File: src/rtl/kw4281_monitor_8.sv
`default_nettype none
// ============================================================================
//  Module   : kw4281_monitor_8
//  Purpose  : Passive monitor for a multiplexed 4-digit KW4281 7-segment
//             display bus. It waits for the anode and segment lines to
//             settle, then captures one digit per slot. When all four slots
//             are held, it rebuilds the signed 8-bit value that the display
//             shows.
//  Ports    : clk      - system clock, rising edge
//             rst_i    - asynchronous active-high reset
//             an_i     - anode select, active-low one-hot (bit 3 = leftmost)
//             seg_i    - segments, active-low {g,f,e,d,c,b,a}
//             value_o  - signed value of the last valid frame
//             valid_o  - one-cycle pulse, value_o updated
//             err_o    - one-cycle pulse, complete frame rejected
//  Revision : 1.0  initial release
// ============================================================================
module kw4281_monitor_8 #(
    parameter int SETTLE_CYCLES = 16
) (
    input  logic              clk,
    input  logic              rst_i,
    input  logic [3:0]        an_i,
    input  logic [6:0]        seg_i,
    output logic signed [7:0] value_o,
    output logic              valid_o,
    output logic              err_o
);

    localparam int             c_CW         = (SETTLE_CYCLES > 2) ? $clog2(SETTLE_CYCLES) : 1;
    localparam logic [c_CW-1:0] c_CNT_MAX   = c_CW'(SETTLE_CYCLES - 1);
    localparam logic [c_CW-1:0] c_CNT_PRE   = c_CW'(SETTLE_CYCLES - 2);

    localparam logic [3:0] c_CODE_MINUS   = 4'd10;
    localparam logic [3:0] c_CODE_BLANK   = 4'd11;
    localparam logic [3:0] c_CODE_INVALID = 4'd15;

    typedef enum logic [0:0] {
        S_COLLECT = 1'b0,
        S_EVAL    = 1'b1
    } state_t;

    state_t          r_state;
    logic [3:0]      r_an;
    logic [3:0]      r_an_d;
    logic [6:0]      r_seg;
    logic [6:0]      r_seg_d;
    logic [c_CW-1:0] r_cnt;
    logic [3:0]      r_mask;
    logic [3:0][3:0] r_code;

    logic            w_same;
    logic            w_onehot;
    logic [1:0]      w_slot;
    logic            w_capture;
    logic [3:0]      w_mask_base;
    logic [9:0]      w_mag;
    logic            w_digits_ok;
    logic            w_frame_ok;
    logic [7:0]      w_value;

    function automatic logic [3:0] f_decode(input logic [6:0] seg);
        logic [3:0] code;
        case (seg)
            7'b1000000: code = 4'd0;
            7'b1111001: code = 4'd1;
            7'b0100100: code = 4'd2;
            7'b0110000: code = 4'd3;
            7'b0011001: code = 4'd4;
            7'b0010010: code = 4'd5;
            7'b0000010: code = 4'd6;
            7'b1111000: code = 4'd7;
            7'b0000000: code = 4'd8;
            7'b0010000: code = 4'd9;
            7'b0111111: code = c_CODE_MINUS;
            7'b1111111: code = c_CODE_BLANK;
            default:    code = c_CODE_INVALID;
        endcase
        return code;
    endfunction

    // The current registered sample is compared with the one before it. Any
    // difference restarts the dwell count.
    assign w_same = (r_an == r_an_d) && (r_seg == r_seg_d);

    always_comb begin
        w_onehot = 1'b1;
        w_slot   = 2'd0;
        case (r_an_d)
            4'b1110: w_slot = 2'd0;
            4'b1101: w_slot = 2'd1;
            4'b1011: w_slot = 2'd2;
            4'b0111: w_slot = 2'd3;
            default: w_onehot = 1'b0;
        endcase
    end

    // A capture fires on the edge where the counter reaches its saturation
    // value. Because the counter then stays saturated, the same stable bus is
    // never sampled twice.
    assign w_capture = w_same && (r_cnt == c_CNT_PRE) && w_onehot;

    // Leaving EVAL clears the mask first. A capture on that same edge
    // therefore starts the next frame.
    assign w_mask_base = (r_state == S_EVAL) ? 4'b0000 : r_mask;

    assign w_mag = 10'(r_code[2]) * 10'd100
                 + 10'(r_code[1]) * 10'd10
                 + 10'(r_code[0]);

    assign w_digits_ok = (r_code[2] <= 4'd9) && (r_code[1] <= 4'd9) && (r_code[0] <= 4'd9);

    // "-000" fails the lower bound on the minus branch.
    assign w_frame_ok = w_digits_ok &&
                        (((r_code[3] == c_CODE_BLANK) && (w_mag <= 10'd127)) ||
                         ((r_code[3] == c_CODE_MINUS) && (w_mag >= 10'd1) && (w_mag <= 10'd128)));

    assign w_value = (r_code[3] == c_CODE_MINUS) ? 8'(10'd0 - w_mag) : w_mag[7:0];

    always_ff @(posedge clk or posedge rst_i) begin
        if (rst_i) begin
            r_state <= S_COLLECT;
            r_an    <= 4'b1111;
            r_an_d  <= 4'b1111;
            r_seg   <= 7'b1111111;
            r_seg_d <= 7'b1111111;
            r_cnt   <= '0;
            r_mask  <= 4'b0000;
            r_code  <= {4{c_CODE_BLANK}};
            value_o <= 8'sd0;
            valid_o <= 1'b0;
            err_o   <= 1'b0;
        end else begin
            r_an    <= an_i;
            r_seg   <= seg_i;
            r_an_d  <= r_an;
            r_seg_d <= r_seg;
            valid_o <= 1'b0;
            err_o   <= 1'b0;

            if (!w_same) begin
                r_cnt <= '0;
            end else if (r_cnt != c_CNT_MAX) begin
                r_cnt <= r_cnt + 1'b1;
            end

            if (w_capture) begin
                r_mask         <= w_mask_base | (4'b0001 << w_slot);
                r_code[w_slot] <= f_decode(r_seg_d);
            end else begin
                r_mask <= w_mask_base;
            end

            case (r_state)
                S_COLLECT: begin
                    if (r_mask == 4'b1111) begin
                        r_state <= S_EVAL;
                    end
                end
                S_EVAL: begin
                    r_state <= S_COLLECT;
                    if (w_frame_ok) begin
                        value_o <= w_value;
                        valid_o <= 1'b1;
                    end else begin
                        err_o   <= 1'b1;
                    end
                end
                default: r_state <= S_COLLECT;
            endcase
        end
    end

endmodule
`default_nettype wire

File: config.mk
export PLATFORM = sky130hd
export DESIGN_NAME = kw4281_monitor_8
export DESIGN_NICKNAME = d
export VERILOG_FILES = /design/src/rtl/kw4281_monitor_8.sv
export SDC_FILE = /design/constraint.sdc
export NUM_CORES = 1
export LEC_CHECK = 0
export ABC_CLOCK_PERIOD_IN_PS = 4710
export BUFFER_PORTS_ARGS = -buffer_cell sky130_fd_sc_hd__buf_2
export CORE_AREA = 4 4 77 114
export CTS_CLUSTER_SIZE = 30
export DETAILED_ROUTE_END_ITERATION = 7
export DIE_AREA = 0 0 81 118
export GPL_TIMING_DRIVEN = 0
export HOLD_SLACK_MARGIN = 0.05
export SYNTH_ARGS = -nofsm -noshare
export SYNTH_HDL_FRONTEND = slang
export SYNTH_SLANG_ARGS = --single-unit
File: constraint.sdc
create_clock -name clk -period 4.71 [get_ports clk]
set_input_delay 0.2355 -clock clk [delete_from_list [all_inputs] [get_ports clk]]
set_output_delay 0.2355 -clock clk [all_outputs]
set_load 0.1 [all_outputs]
==> impl_summary.txt, run 1 <==
----------------------------------------------------
[Logic synthesis]
  Total of flip-flops plus latches after synthesis ... between 50 and 60
  Synth async-reset ratio ... 1.00
  Synth top area share ... 0.260
  Average cell area after synthesis ... 11.9 um^2
  Number of instances in the synthesized netlist ... about 290
  Library cell with the highest instance count after synthesis ... sky130_fd_sc_hd__dfstp_2
  Unique masters post-synth ... 55
  Most used standard cells in the synthesized netlist ... sky130_fd_sc_hd__dfstp_2, sky130_fd_sc_hd__ha_1, sky130_fd_sc_hd__dfrtp_1, sky130_fd_sc_hd__inv_1, sky130_fd_sc_hd__xor2_1
  Cell types with the largest area share after synthesis ... sky130_fd_sc_hd__dfstp_2, sky130_fd_sc_hd__dfrtp_1, sky130_fd_sc_hd__ha_1
  Register area share after synthesis ... 0.428
  Total of warnings raised by yosys ... 0
  Number of enable-type register cells in the synthesized netlist ... 0
  Synth Cell Area ... 3430 um^2
  Number of nets in the synthesized netlist ... between 300 and 400
  Most used flip-flop cell after synthesis ... sky130_fd_sc_hd__dfstp_2
  Cell type with the highest aggregate area in the netlist ... sky130_fd_sc_hd__dfstp_2

[Final layout]
  Total Nets Final ... 384
  Filler Cell Count ... 680
  Final antenna diode count ... 0
  Post-route design area ... just over 4000 um^2
  Number of cells in the finished layout apart from fillers ... 442
  Layout Utilization ... 0.533
  Share of final-layout standard cells stronger than drive strength 1 ... 0.341
  Area overhead of the layout relative to synthesis ... 19.6%

[Setup path]
  Reg-to-Reg Start ... r_code[9]$_DFFE_PP1P_
  Data required time at the worst endpoint ... roughly 5 ns
  Maximum fanout along the worst path ... 8
  Endpoint kind of the worst setup timing path ... register
  Dominant delay contributor by cell family on the critical path ... adder cells
  Kind of launch point of the worst setup path ... register
  Stage delay of the slowest cell on the critical path ... a little under 0.6 ns
  Worst path slowest cell ... sky130_fd_sc_hd__dfstp_2
  Capture instance of the worst register-to-register path ... value_o[4]$_DFFE_PP0P_
  R2R setup slack ... 0.77 ns
  Ordered cell list for the critical path ... inv_1, ha_1, ha_1, inv_1, fa_1, inv_1, ha_1, ha_1, a21o_1, a31oi_1, xor2_1, and4_4, nand4_4, mux2_4
  Type of the worst setup path ... reg2reg
  Arrival time reported for the critical path endpoint ... 4.14 ns
  Length in cells of the worst reg-to-reg path ... 14
  Most common cell on crit path ... sky130_fd_sc_hd__ha_1
  Critical path buffers and inverters ... 3

[Route]
  Total number of vias ... 2,325
  First drt pass iteration count ... 4
  Routed WL ... between 6000 and 7000 um
  DR iter-0 viols ... 54
  DRC violations left ... 0
  Via density ... ~5.3
  Average wire length per cell after detail routing ... ~14 um
  Antenna Violating Nets Remaining ... 0

[Floorplan]
  Die height ... about 120 um
  I/O pin count ... 23
  Area of the die ... between 9000 and 10,000 um^2
  Effective utilization at floorplan ... 0.445
  Die width ... around 81 um
  Placeable core region ... about 7700 um^2
  FP Rows ... 39

[Clocking]
  Post-cts resize count ... 0
  Clock insertion delay at the later pin of the skew report ... roughly 0.32 ns
  Number of buffers created by CTS ... 9
  Cts hold-fix bufs ... 12
  Number of buffers on the longest clock path ... 2
  Number of levels in the clock H-tree ... 3
  Sink Count ... 57
  Number of post-CTS setup repair buffers ... 0
  CTS tree ... built
  Master cell of the clock root buffer ... sky130_fd_sc_hd__clkbuf_16
  Clock-pin slew on the worst setup and hold paths ... roughly 0.05 ns

[Placement]
  HPWL after detailed placement ... 4800 um
  DP Area ... 3690 um^2
  DP Cell Count ... 414
  Weighted congestion reported at the end of routability-driven placement ... 0.900
  Count of input and output buffers ... 22

[Power]
  Power Dens Cells ... 293 nW/um^2
  Static leakage power ... just under 2 nW
  Peak supply drop ... about 0.00027 V

[Hold path]
  Cells on Worst Hold Path ... 0
  Path category of the worst min-delay check ... reg2reg
  Worst hold endpoint ... r_an_d[3]$_DFF_PP1_
  Hold path startpoint ... r_an[3]$_DFF_PP1_

[STA]
  Highest achievable clock rate ... between 200 and 300 MHz
  Final critical-path share of the clock period ... 0.836
  Unrepaired setup endpoints after global routing ... no
  Transition at the pin with the smallest max-transition slack ... 0.705 ns
  Post-layout minimum cycle time ... approximately 3.9 ns
  Setup Viol. Count Final ... 0
  Number of max-slew violations in the final report ... 0
  Setup clock skew after layout ... roughly 0.009 ns
  Hold Worst Slack ... ~0.37 ns
  Hold violation count in the final report ... 0
  Worst max-slew margin expressed relative to the limit ... 0.527
  Post-Route Setup TNS ... 0 ns

[Global routing]
  Number of global-route vias before repair ... 2,410
  Number of antenna violations at the first check in global routing ... 0
  Overflow left after global routing ... 0
  First-pass GRT wire length ... roughly 11,000 um
  Global-route usage over all layers ... 0.148
  Maximum number of pins on one net before global-route repair ... 45

[Run]
  Number of violations of the max-capacitance limit ... 0

[Outcome]
  Status ... completed

----------------------------------------------------
## metal layers
layer | vias up | global-route usage | part of all wire
met5 | - | 0 | 0
met4 | 0 | 0.0793 | 0.029
met3 | 13 | 0.0207 | 0.029
met2 | 43 | 0.262 | 0.56
met1 | 1140 | 0.164 | 0.38
li1 | 1129 | - | -
## logic make-up after synthesis
kind of cell / after synthesis / share of synthesized area
buffers and inverters: 24 / 0.0288
multiplexers: 23 / 0.0842
adder cells (fa/ha/maj): 36 / 0.142
AND/OR/NAND/NOR: 77 / 0.154
flip-flops: 57 / 0.428
XOR/XNOR: 27 / 0.0710
AO/OA/AOI/OAI: 45 / 0.0918
## sequential cells by signal (all words and copies together), names as in the netlist, 4 cells and up
register,count
r_code,16
r_seg,7
r_mask,4
r_an,4
r_cnt,4
value_o,8
r_an_d,4
r_seg_d,7
## area by class of cell
cell class / count / area [um^2] / area share
Inverter: 19 / 71.3 / 0.0174
Multi-Input combinational cell: 208 / 1870 / 0.454
Sequential cell: 57 / 1470 / 0.357
Clock inverter: 6 / 57.6 / 0.0140
Clock buffer: 10 / 239 / 0.0582
Buffer: 5 / 27.5 / 0.00670
Tap cell: 102 / 128 / 0.0311
Timing Repair Buffer: 35 / 250 / 0.0609
## worst register-to-register path, stage by stage, from the launching register on
cell                      delay (ns)
sky130_fd_sc_hd__dfstp_2        0.59
sky130_fd_sc_hd__inv_1          0.08
sky130_fd_sc_hd__ha_1           0.29
sky130_fd_sc_hd__ha_1           0.16
sky130_fd_sc_hd__inv_1          0.05
sky130_fd_sc_hd__fa_1           0.47
sky130_fd_sc_hd__inv_1          0.04
sky130_fd_sc_hd__ha_1           0.29
sky130_fd_sc_hd__ha_1           0.38
sky130_fd_sc_hd__a21o_1         0.21
sky130_fd_sc_hd__a31oi_1        0.23
sky130_fd_sc_hd__xor2_1         0.18
sky130_fd_sc_hd__and4_4         0.27
sky130_fd_sc_hd__nand4_4        0.22
sky130_fd_sc_hd__mux2_4         0.36
## power by group
part	leakage, nW	switching (W)	total (W)	internal (W)
combinational	1.16	0.0000301	0.0000534	0.0000233
clock	0.140	0.000216	0.000634	0.000418
sequential	0.677	0.00000872	0.000517	0.000509
## how the worst max path moves through the flow
stage,from,to,slack (ns),cells past startpoint
after CTS,r_code[9]$_DFFE_PP1P_,value_o[4]$_DFFE_PP0P_,0.75,14
after floorplan,r_code[5]$_DFFE_PP1P_,value_o[0]$_DFFE_PP0P_,1.02,12
final,r_code[9]$_DFFE_PP1P_,value_o[4]$_DFFE_PP0P_,0.77,14
after global routing,r_code[5]$_DFFE_PP1P_,value_o[6]$_DFFE_PP0P_,0.57,12
after global placement,r_code[9]$_DFFE_PP1P_,value_o[6]$_DFFE_PP0P_,0.77,14
after detailed placement,r_code[9]$_DFFE_PP1P_,value_o[4]$_DFFE_PP0P_,0.77,14
## placed cells by master (no fill, tap or decap), types with 2 or more instances in the layout
cell type and n:
sky130_fd_sc_hd__and3_1 2, sky130_fd_sc_hd__dlygate4sd3_1 12, sky130_fd_sc_hd__ha_1 31, sky130_fd_sc_hd__a211oi_1 3, sky130_fd_sc_hd__nor4_2 3, sky130_fd_sc_hd__a21oi_1 10, sky130_fd_sc_hd__buf_2 23, sky130_fd_sc_hd__clkinv_1 2
sky130_fd_sc_hd__clkbuf_1 3, sky130_fd_sc_hd__clkinvlp_4 2, sky130_fd_sc_hd__mux2_4 8, sky130_fd_sc_hd__a31oi_1 3, sky130_fd_sc_hd__nor4_4 2, sky130_fd_sc_hd__nand3_1 10, sky130_fd_sc_hd__fa_1 5, sky130_fd_sc_hd__dfstp_2 34
sky130_fd_sc_hd__o211ai_1 2, sky130_fd_sc_hd__nand4_4 2, sky130_fd_sc_hd__a21o_1 5, sky130_fd_sc_hd__nand2_1 14, sky130_fd_sc_hd__nor3_1 4, sky130_fd_sc_hd__o21ai_0 9, sky130_fd_sc_hd__o31ai_1 2, sky130_fd_sc_hd__nand4_1 6
sky130_fd_sc_hd__xor2_1 16, sky130_fd_sc_hd__mux2_2 15, sky130_fd_sc_hd__nor2_1 15, sky130_fd_sc_hd__nor2b_1 4, sky130_fd_sc_hd__clkbuf_16 9, sky130_fd_sc_hd__dfrtp_1 23, sky130_fd_sc_hd__nor4b_4 2, sky130_fd_sc_hd__xnor2_1 10
sky130_fd_sc_hd__inv_1 18
## metrics by stage
stage	worst slack [ns]	total power, W
3_5_place_dp	0.766	0.000571
4_1_cts	0.755	0.00122
3_3_place_gp	0.775	0.000568
6_report	0.773	0.00120
2_1_floorplan	1.02	0.000554
5_1_grt	0.573	0.00125
Power figures use the tool's default switching activity.
==> run 2: changes to the inputs <==
Settings changed: ABC_AREA set to 1, ABC_CLOCK_PERIOD_IN_PS 4710 to 4000, CORE_AREA 4 4 77 114 to 4 4 79 118, DIE_AREA 0 0 81 118 to 0 0 83 122.
Clock period 4.71 ns to 4 ns, I/O delays scaled along.
==> impl_summary.txt, run 2 <==
----------------------------------------------------
[Outcome]
  Status ... completed

[Clocking]
  Clock-pin slew on the worst setup and hold paths ... roughly 0.050 ns
  CTS tree ... built
  Master cell of the clock root buffer ... sky130_fd_sc_hd__clkbuf_16
  Number of buffers created by CTS ... 9
  Number of buffers on the longest clock path ... 2
  Clock insertion delay at the later pin of the skew report ... roughly 0.32 ns
  Number of levels in the clock H-tree ... 3
  Sink Count ... 57
  Post-cts resize count ... 0

[Final layout]
  Final antenna diode count ... 0
  Share of final-layout standard cells stronger than drive strength 1 ... 0.206
  Most frequent standard cell in the layout excluding fill and tap cells ... sky130_fd_sc_hd__nand2_1
  Largest registers in the final layout ... r_code (16), value_o (8)
  Reg with most FFs ... r_code
  Area overhead of the layout relative to synthesis ... 18.8%
  Filler Cell Count ... 796
  Total Nets Final ... ~550
  Multi-input combinational cell area ... around 2000 um^2
  Number of flip-flops in the largest register ... 16
  Most used cells in the layout excluding fill and tap cells ... sky130_fd_sc_hd__nand2_1, sky130_fd_sc_hd__inv_1, sky130_fd_sc_hd__nand3_1
  Register area ... roughly 1500 um^2
  Number of cells in the finished layout apart from fillers ... 612

[Logic synthesis]
  Combinational family with the most area after synthesis ... simple AND/OR/NAND/NOR gates
  Arithmetic-cell share of the synthesized area counting full adders, half adders and majority gates ... 0.133
  Cell types with the largest area share after synthesis ... sky130_fd_sc_hd__dfstp_2, sky130_fd_sc_hd__dfrtp_1, sky130_fd_sc_hd__nand2_1
  Register area share after synthesis ... 0.400
  Average cell area after synthesis ... between 8 and 9 um^2
  Synth Area in Simple Gates ... 0.325
  Fraction of synthesized area in multiplexers ... 0
  Most used flip-flop cell after synthesis ... sky130_fd_sc_hd__dfstp_2
  Synth async-reset ratio ... 1.00
  Number of nets in the synthesized netlist ... between 500 and 600
  Synth Cell Area ... 3670 um^2
  Number of instances in the synthesized netlist ... between 400 and 500
  Compound-gate portion of the synthesized area ... 0.0320
  Most used standard cells in the synthesized netlist ... sky130_fd_sc_hd__nand2_1, sky130_fd_sc_hd__inv_1, sky130_fd_sc_hd__nand3_1, sky130_fd_sc_hd__dfstp_2, sky130_fd_sc_hd__nor2_1
  Cell type with the highest aggregate area in the netlist ... sky130_fd_sc_hd__dfstp_2
  Total of warnings raised by yosys ... 0
  Library cell with the highest instance count after synthesis ... sky130_fd_sc_hd__nand2_1
  Synth top area share ... 0.243
  Fraction of synthesized cell area in xor and xnor cells ... 0.0406
  Unique masters post-synth ... 34
  Number of enable-type register cells in the synthesized netlist ... 0
  Total of flip-flops plus latches after synthesis ... 57

[STA]
  Transition at the pin with the smallest max-transition slack ... 0.693 ns
  Setup Viol. Count Final ... 0
  Post-layout minimum cycle time ... approximately 3.6 ns
  Number of max-slew violations in the final report ... 0
  Setup clock skew after layout ... about 0.0046 ns
  Post-Route Setup TNS ... 0 ns
  Hold violation count in the final report ... 0
  Final critical-path share of the clock period ... 0.896
  Unrepaired setup endpoints after global routing ... no
  Worst max-slew margin expressed relative to the limit ... 0.537
  Highest achievable clock rate ... between 200 and 300 MHz

[Power]
  Peak supply drop ... around 0.00035 V
  Power Dens Cells ... between 300 and 400 nW/um^2
  Static leakage power ... ~2.3 nW

[Setup path]
  Endpoint kind of the worst setup timing path ... register
  Type of the worst setup path ... reg2reg
  Worst path slowest cell ... sky130_fd_sc_hd__dfstp_2
  Most common cell on crit path ... sky130_fd_sc_hd__nand2_1
  Maximum fanout along the worst path ... 9
  Ordered cell list for the critical path ... inv_1, ha_1, ha_1, inv_1, fa_1, inv_1, ha_1, ha_1, nand2_1, inv_1, a21oi_1, nand2_1, nand2_1, nand2_1, a21oi_1, nand3_2, nand2_1, nand2_1
  Data required time at the worst endpoint ... around 4.2 ns
  R2R setup slack ... 0.42 ns
  Kind of launch point of the worst setup path ... register
  Stage delay of the slowest cell on the critical path ... ~0.59 ns
  Arrival time reported for the critical path endpoint ... between 3 and 4 ns

[Route]
  Total number of vias ... about 2,900
  DRC violations left ... 0
  Average wire length per cell after detail routing ... 11.0 um
  Via density ... around 4.7
  Antenna Violating Nets Remaining ... 0
  Routed WL ... around 6800 um
  DR iter-0 viols ... 94
  First drt pass iteration count ... 4

[Global routing]
  First-pass GRT wire length ... about 12,000 um
  Global-route usage over all layers ... 0.147
  Maximum number of pins on one net before global-route repair ... 33
  Number of antenna violations at the first check in global routing ... 0
  Overflow left after global routing ... 0
  Number of global-route vias before repair ... roughly 2,900

[Floorplan]
  Placeable core region ... 8310 um^2
  Effective utilization at floorplan ... 0.442
  FP Rows ... 41
  Area of the die ... slightly above 10,000 um^2
  Die width ... between 80 and 90 um
  Die height ... 122 um
  I/O pin count ... 23

[Placement]
  HPWL after detailed placement ... 5280 um
  Count of input and output buffers ... 22
  Weighted congestion reported at the end of routability-driven placement ... between 0.8 and 0.9
  DP Cell Count ... approximately 580

[Hold path]
  Path category of the worst min-delay check ... reg2reg

[Run]
  Number of violations of the max-capacitance limit ... 0

----------------------------------------------------
==> run 2: final cells by class <==
class / instances / area share
Multi-Input combinational cell: 331 / 0.446
Sequential cell: 57 / 0.337
Timing Repair Buffer: 35 / 0.0591
Clock buffer: 11 / 0.0557
Inverter: 64 / 0.0551
Tap cell: 107 / 0.0307
Clock inverter: 5 / 0.0123
Buffer: 2 / 0.00345
==> run 2: cell families (layout without fill, tap and decap cells) <==
logic type | after synthesis | after routing
AO/OA/AOI/OAI | 21 | 21
XOR/XNOR | 17 | 17
adder cells (fa/ha/maj) | 36 | 36
buffers and inverters | 66 | 117
flip-flops | 57 | 57
AND/OR/NAND/NOR | 257 | 257
==> run 2: path summary, 6_finish.rpt <==
path,startpoint,to,cells past startpoint
min in group asynchronous,rst_i,value_o[0]$_DFFE_PP0P_,3
setup / recovery,r_code[9]$_DFFE_PP1P_,value_o[0]$_DFFE_PP0P_,18
max in group asynchronous,rst_i,r_seg_d[5]$_DFF_PP1_,4
hold / removal,r_seg[2]$_DFF_PP1_,r_seg_d[2]$_DFF_PP1_,0
hold reg to reg,r_seg[2]$_DFF_PP1_,r_seg_d[2]$_DFF_PP1_,0
setup reg to reg,r_code[9]$_DFFE_PP1P_,value_o[0]$_DFFE_PP0P_,18
==> run 2: what timing repair did <==
action,4_1_cts,5_1_grt
hold buffers,12,0
endpoints found under the hold margin,30,0
setup endpoints to repair,0,0
buffers inserted,0,0
==> run 2: power by group <==
part	internal [W]	total, W	switching, W
logic	0.0000284	0.0000640	0.0000356
clock network	0.000496	0.000747	0.000251
registers	0.000599	0.000609	0.0000103
==> run 2: stage by stage <==
step	area (um^2)	power, W	setup slack, ns	utilization	hold slack [ns]
finish	4360	0.00142	0.416	0.524	0.369
detailed placement	3940	0.000674	0.399	0.474	0.306
floorplan	3670	0.000654	0.769	-	0.204
global route	4360	0.00148	0.0835	0.524	0.376
global placement	3910	0.000669	0.456	0.471	0.305
CTS	4360	0.00144	0.375	0.524	0.371
==> run 2: worst max-delay path: cells and delay by family (launching register included) <==
family          cells  cell delay, ns
compound gates      2            0.34
fa+ha+maj           5            1.62
buf+inv             4            0.21
flops               1            0.59
simple gates        7            0.71
==> run 2: metal layers <==
| metal | global-route usage | vias to the layer above | wire [um] |
|---|---|---|---|
| met5 | 0 | - | 0 |
| met4 | 0.0828 | 0 | 223 |
| met3 | 0.0277 | 18 | 187 |
| met2 | 0.280 | 42 | 3600 |
| met1 | 0.148 | 1297 | 2750 |
| li1 | - | 1526 | - |
==> run 3: changes to the inputs <==
Settings changed: ABC_CLOCK_PERIOD_IN_PS 4000 to 3500.
Clock period 4 ns to 3.5 ns, I/O delays scaled along.
==> impl_summary.txt, run 3 (synthesis results as in run 2) <==
----------------------------------------------------
[Placement]
  Count of input and output buffers ... 22
  Weighted congestion reported at the end of routability-driven placement ... a little over 0.8
  HPWL after detailed placement ... 5280 um

[STA]
  Hold violation count in the final report ... 0
  Setup Viol. Count Final ... 0
  Hold Worst Slack ... 0.369 ns
  Unrepaired setup endpoints after global routing ... no
  Worst max-slew margin expressed relative to the limit ... 0.536
  Highest achievable clock rate ... about 300 MHz
  Setup clock skew after layout ... around 0.0049 ns
  Post-layout minimum cycle time ... about 3.3 ns
  Transition at the pin with the smallest max-transition slack ... 0.695 ns
  Number of max-slew violations in the final report ... 0
  Final critical-path share of the clock period ... 0.937

[Hold path]
  Path category of the worst min-delay check ... reg2reg

[Setup path]
  Maximum fanout along the worst path ... 6
  Stage delay of the slowest cell on the critical path ... between 0.5 and 0.6 ns
  Kind of launch point of the worst setup path ... register
  Worst path slowest cell ... sky130_fd_sc_hd__dfstp_2
  Endpoint kind of the worst setup timing path ... register
  Arrival time reported for the critical path endpoint ... 3.50 ns
  Data required time at the worst endpoint ... roughly 3.7 ns
  Type of the worst setup path ... reg2reg
  Ordered cell list for the critical path ... ha_1, ha_1, fa_1, ha_1, ha_2, inv_1, nand2_1, nand3b_1, nand3_1, nand3_1, a21oi_2, nand3_2, nand2_1, nand2_1

[Final layout]
  Area overhead of the layout relative to synthesis ... 22.2%
  Filler Cell Count ... ~780
  Final antenna diode count ... 0
  Reg with most FFs ... r_code
  Total Nets Final ... roughly 560
  Most frequent standard cell in the layout excluding fill and tap cells ... sky130_fd_sc_hd__nand2_1
  Number of flip-flops in the largest register ... 16
  Share of final-layout standard cells stronger than drive strength 1 ... 0.239
  Most used cells in the layout excluding fill and tap cells ... sky130_fd_sc_hd__nand2_1, sky130_fd_sc_hd__inv_1, sky130_fd_sc_hd__nand3_1
  Largest registers in the final layout ... r_code (16), value_o (8)

[Clocking]
  Number of buffers on the longest clock path ... 2
  Number of buffers created by CTS ... 9
  Master cell of the clock root buffer ... sky130_fd_sc_hd__clkbuf_16
  Clock insertion delay at the later pin of the skew report ... between 0.3 and 0.4 ns
  CTS tree ... built
  Sink Count ... between 50 and 60
  Number of levels in the clock H-tree ... 3
  Clock-pin slew on the worst setup and hold paths ... 0.05 ns

[Floorplan]
  Area of the die ... 10,100 um^2
  FP Rows ... a little over 40
  I/O pin count ... 23
  Die height ... approximately 120 um
  Die width ... approximately 83 um
  Effective utilization at floorplan ... 0.442
  Placeable core region ... about 8300 um^2

[Global routing]
  Number of global-route vias before repair ... 2,970
  Number of antenna violations at the first check in global routing ... 0
  Global-route usage over all layers ... 0.150
  Overflow left after global routing ... 0
  Maximum number of pins on one net before global-route repair ... 33
  First-pass GRT wire length ... 12,300 um

[Route]
  Via density ... roughly 4.7
  DRC violations left ... 0
  First drt pass iteration count ... 4
  DR iter-0 viols ... between 90 and 100
  Antenna Violating Nets Remaining ... 0
  Routed WL ... 7030 um
  Average wire length per cell after detail routing ... 11.4 um
  Total number of vias ... slightly below 3,000

[Outcome]
  Status ... completed

[Power]
  Peak supply drop ... between 0.0004 and 0.0005 V
  Power Dens Cells ... between 300 and 400 nW/um^2
  Overall power ... approximately 0.0016 W
  Static leakage power ... around 2.3 nW

[Run]
  Number of violations of the max-capacitance limit ... 0

----------------------------------------------------
==> run 3: stage by stage <==
step	TNS [ns]	cell area (um^2)	utilization	setup slack, ns	std cells
floorplan	0	3670	-	0.269	454
global route	0	4480	0.539	0.00579	618
global placement	-0.308	3910	0.471	-0.0438	583
CTS	0	4400	0.529	0.0243	616
finish	0	4480	0.539	0.219	618
detailed placement	-0.750	3940	0.474	-0.101	584
==> run 3: path summary, 6_finish.rpt <==
kind | from | endpoint | slack (ns) | cells past startpoint
max in group asynchronous | rst_i | r_seg_d[5]$_DFF_PP1_ | 2.35 | 4
max | r_code[5]$_DFFE_PP1P_ | value_o[0]$_DFFE_PP0P_ | 0.22 | 14
min reg2reg | r_seg[2]$_DFF_PP1_ | r_seg_d[2]$_DFF_PP1_ | 0.37 | 0
min | r_seg[2]$_DFF_PP1_ | r_seg_d[2]$_DFF_PP1_ | 0.37 | 0
max reg2reg | r_code[5]$_DFFE_PP1P_ | value_o[0]$_DFFE_PP0P_ | 0.22 | 14
min in group asynchronous | rst_i | value_o[0]$_DFFE_PP0P_ | 0.51 | 3
==> run 3: power by group <==
group	internal [W]	total [W]	leakage (nW)	switching, W
logic	0.0000324	0.0000731	1.50	0.0000407
registers	0.000685	0.000696	0.677	0.0000117
clock network	0.000567	0.000855	0.146	0.000289
==> run 3: cell type report <==
class	count	area [um^2]	share of cell area
Buffer	2	15.0	0.00335
Inverter	64	240	0.0536
Multi-Input combinational cell	333	2040	0.455
Clock buffer	11	243	0.0541
Tap cell	107	134	0.0299
Sequential cell	57	1470	0.328
Timing Repair Buffer	39	288	0.0642
Clock inverter	5	53.8	0.0120
==> run 3: worst max-delay path, delay by kind of cell, from the launching register on <==
kind,cells,cell delay (ns)
buffers and inverters,1,0.08
AO/OA/AOI/OAI,1,0.21
flip-flops,1,0.55
adder cells (fa/ha/maj),5,1.58
AND/OR/NAND/NOR,7,0.77
==> run 3: what timing repair did <==
action | CTS | global route
endpoints found under the setup margin | 10 | 10
gates resized for setup | 4 | 12
gates cloned | 2 | 0
pin swaps | 2 | 2
buffers inserted | 2 | 2
hold buffers | 12 | 0
endpoints found under the hold margin | 30 | 0
==> run 3: per-layer routing <==
metal | up-vias | global-route usage | wire [um]
met1 | 1335 | 0.150 | 2860
met2 | 34 | 0.287 | 3820
met3 | 16 | 0.0291 | 182
met4 | 0 | 0.0859 | 168
met5 | - | 0 | 0
li1 | 1542 | - | -
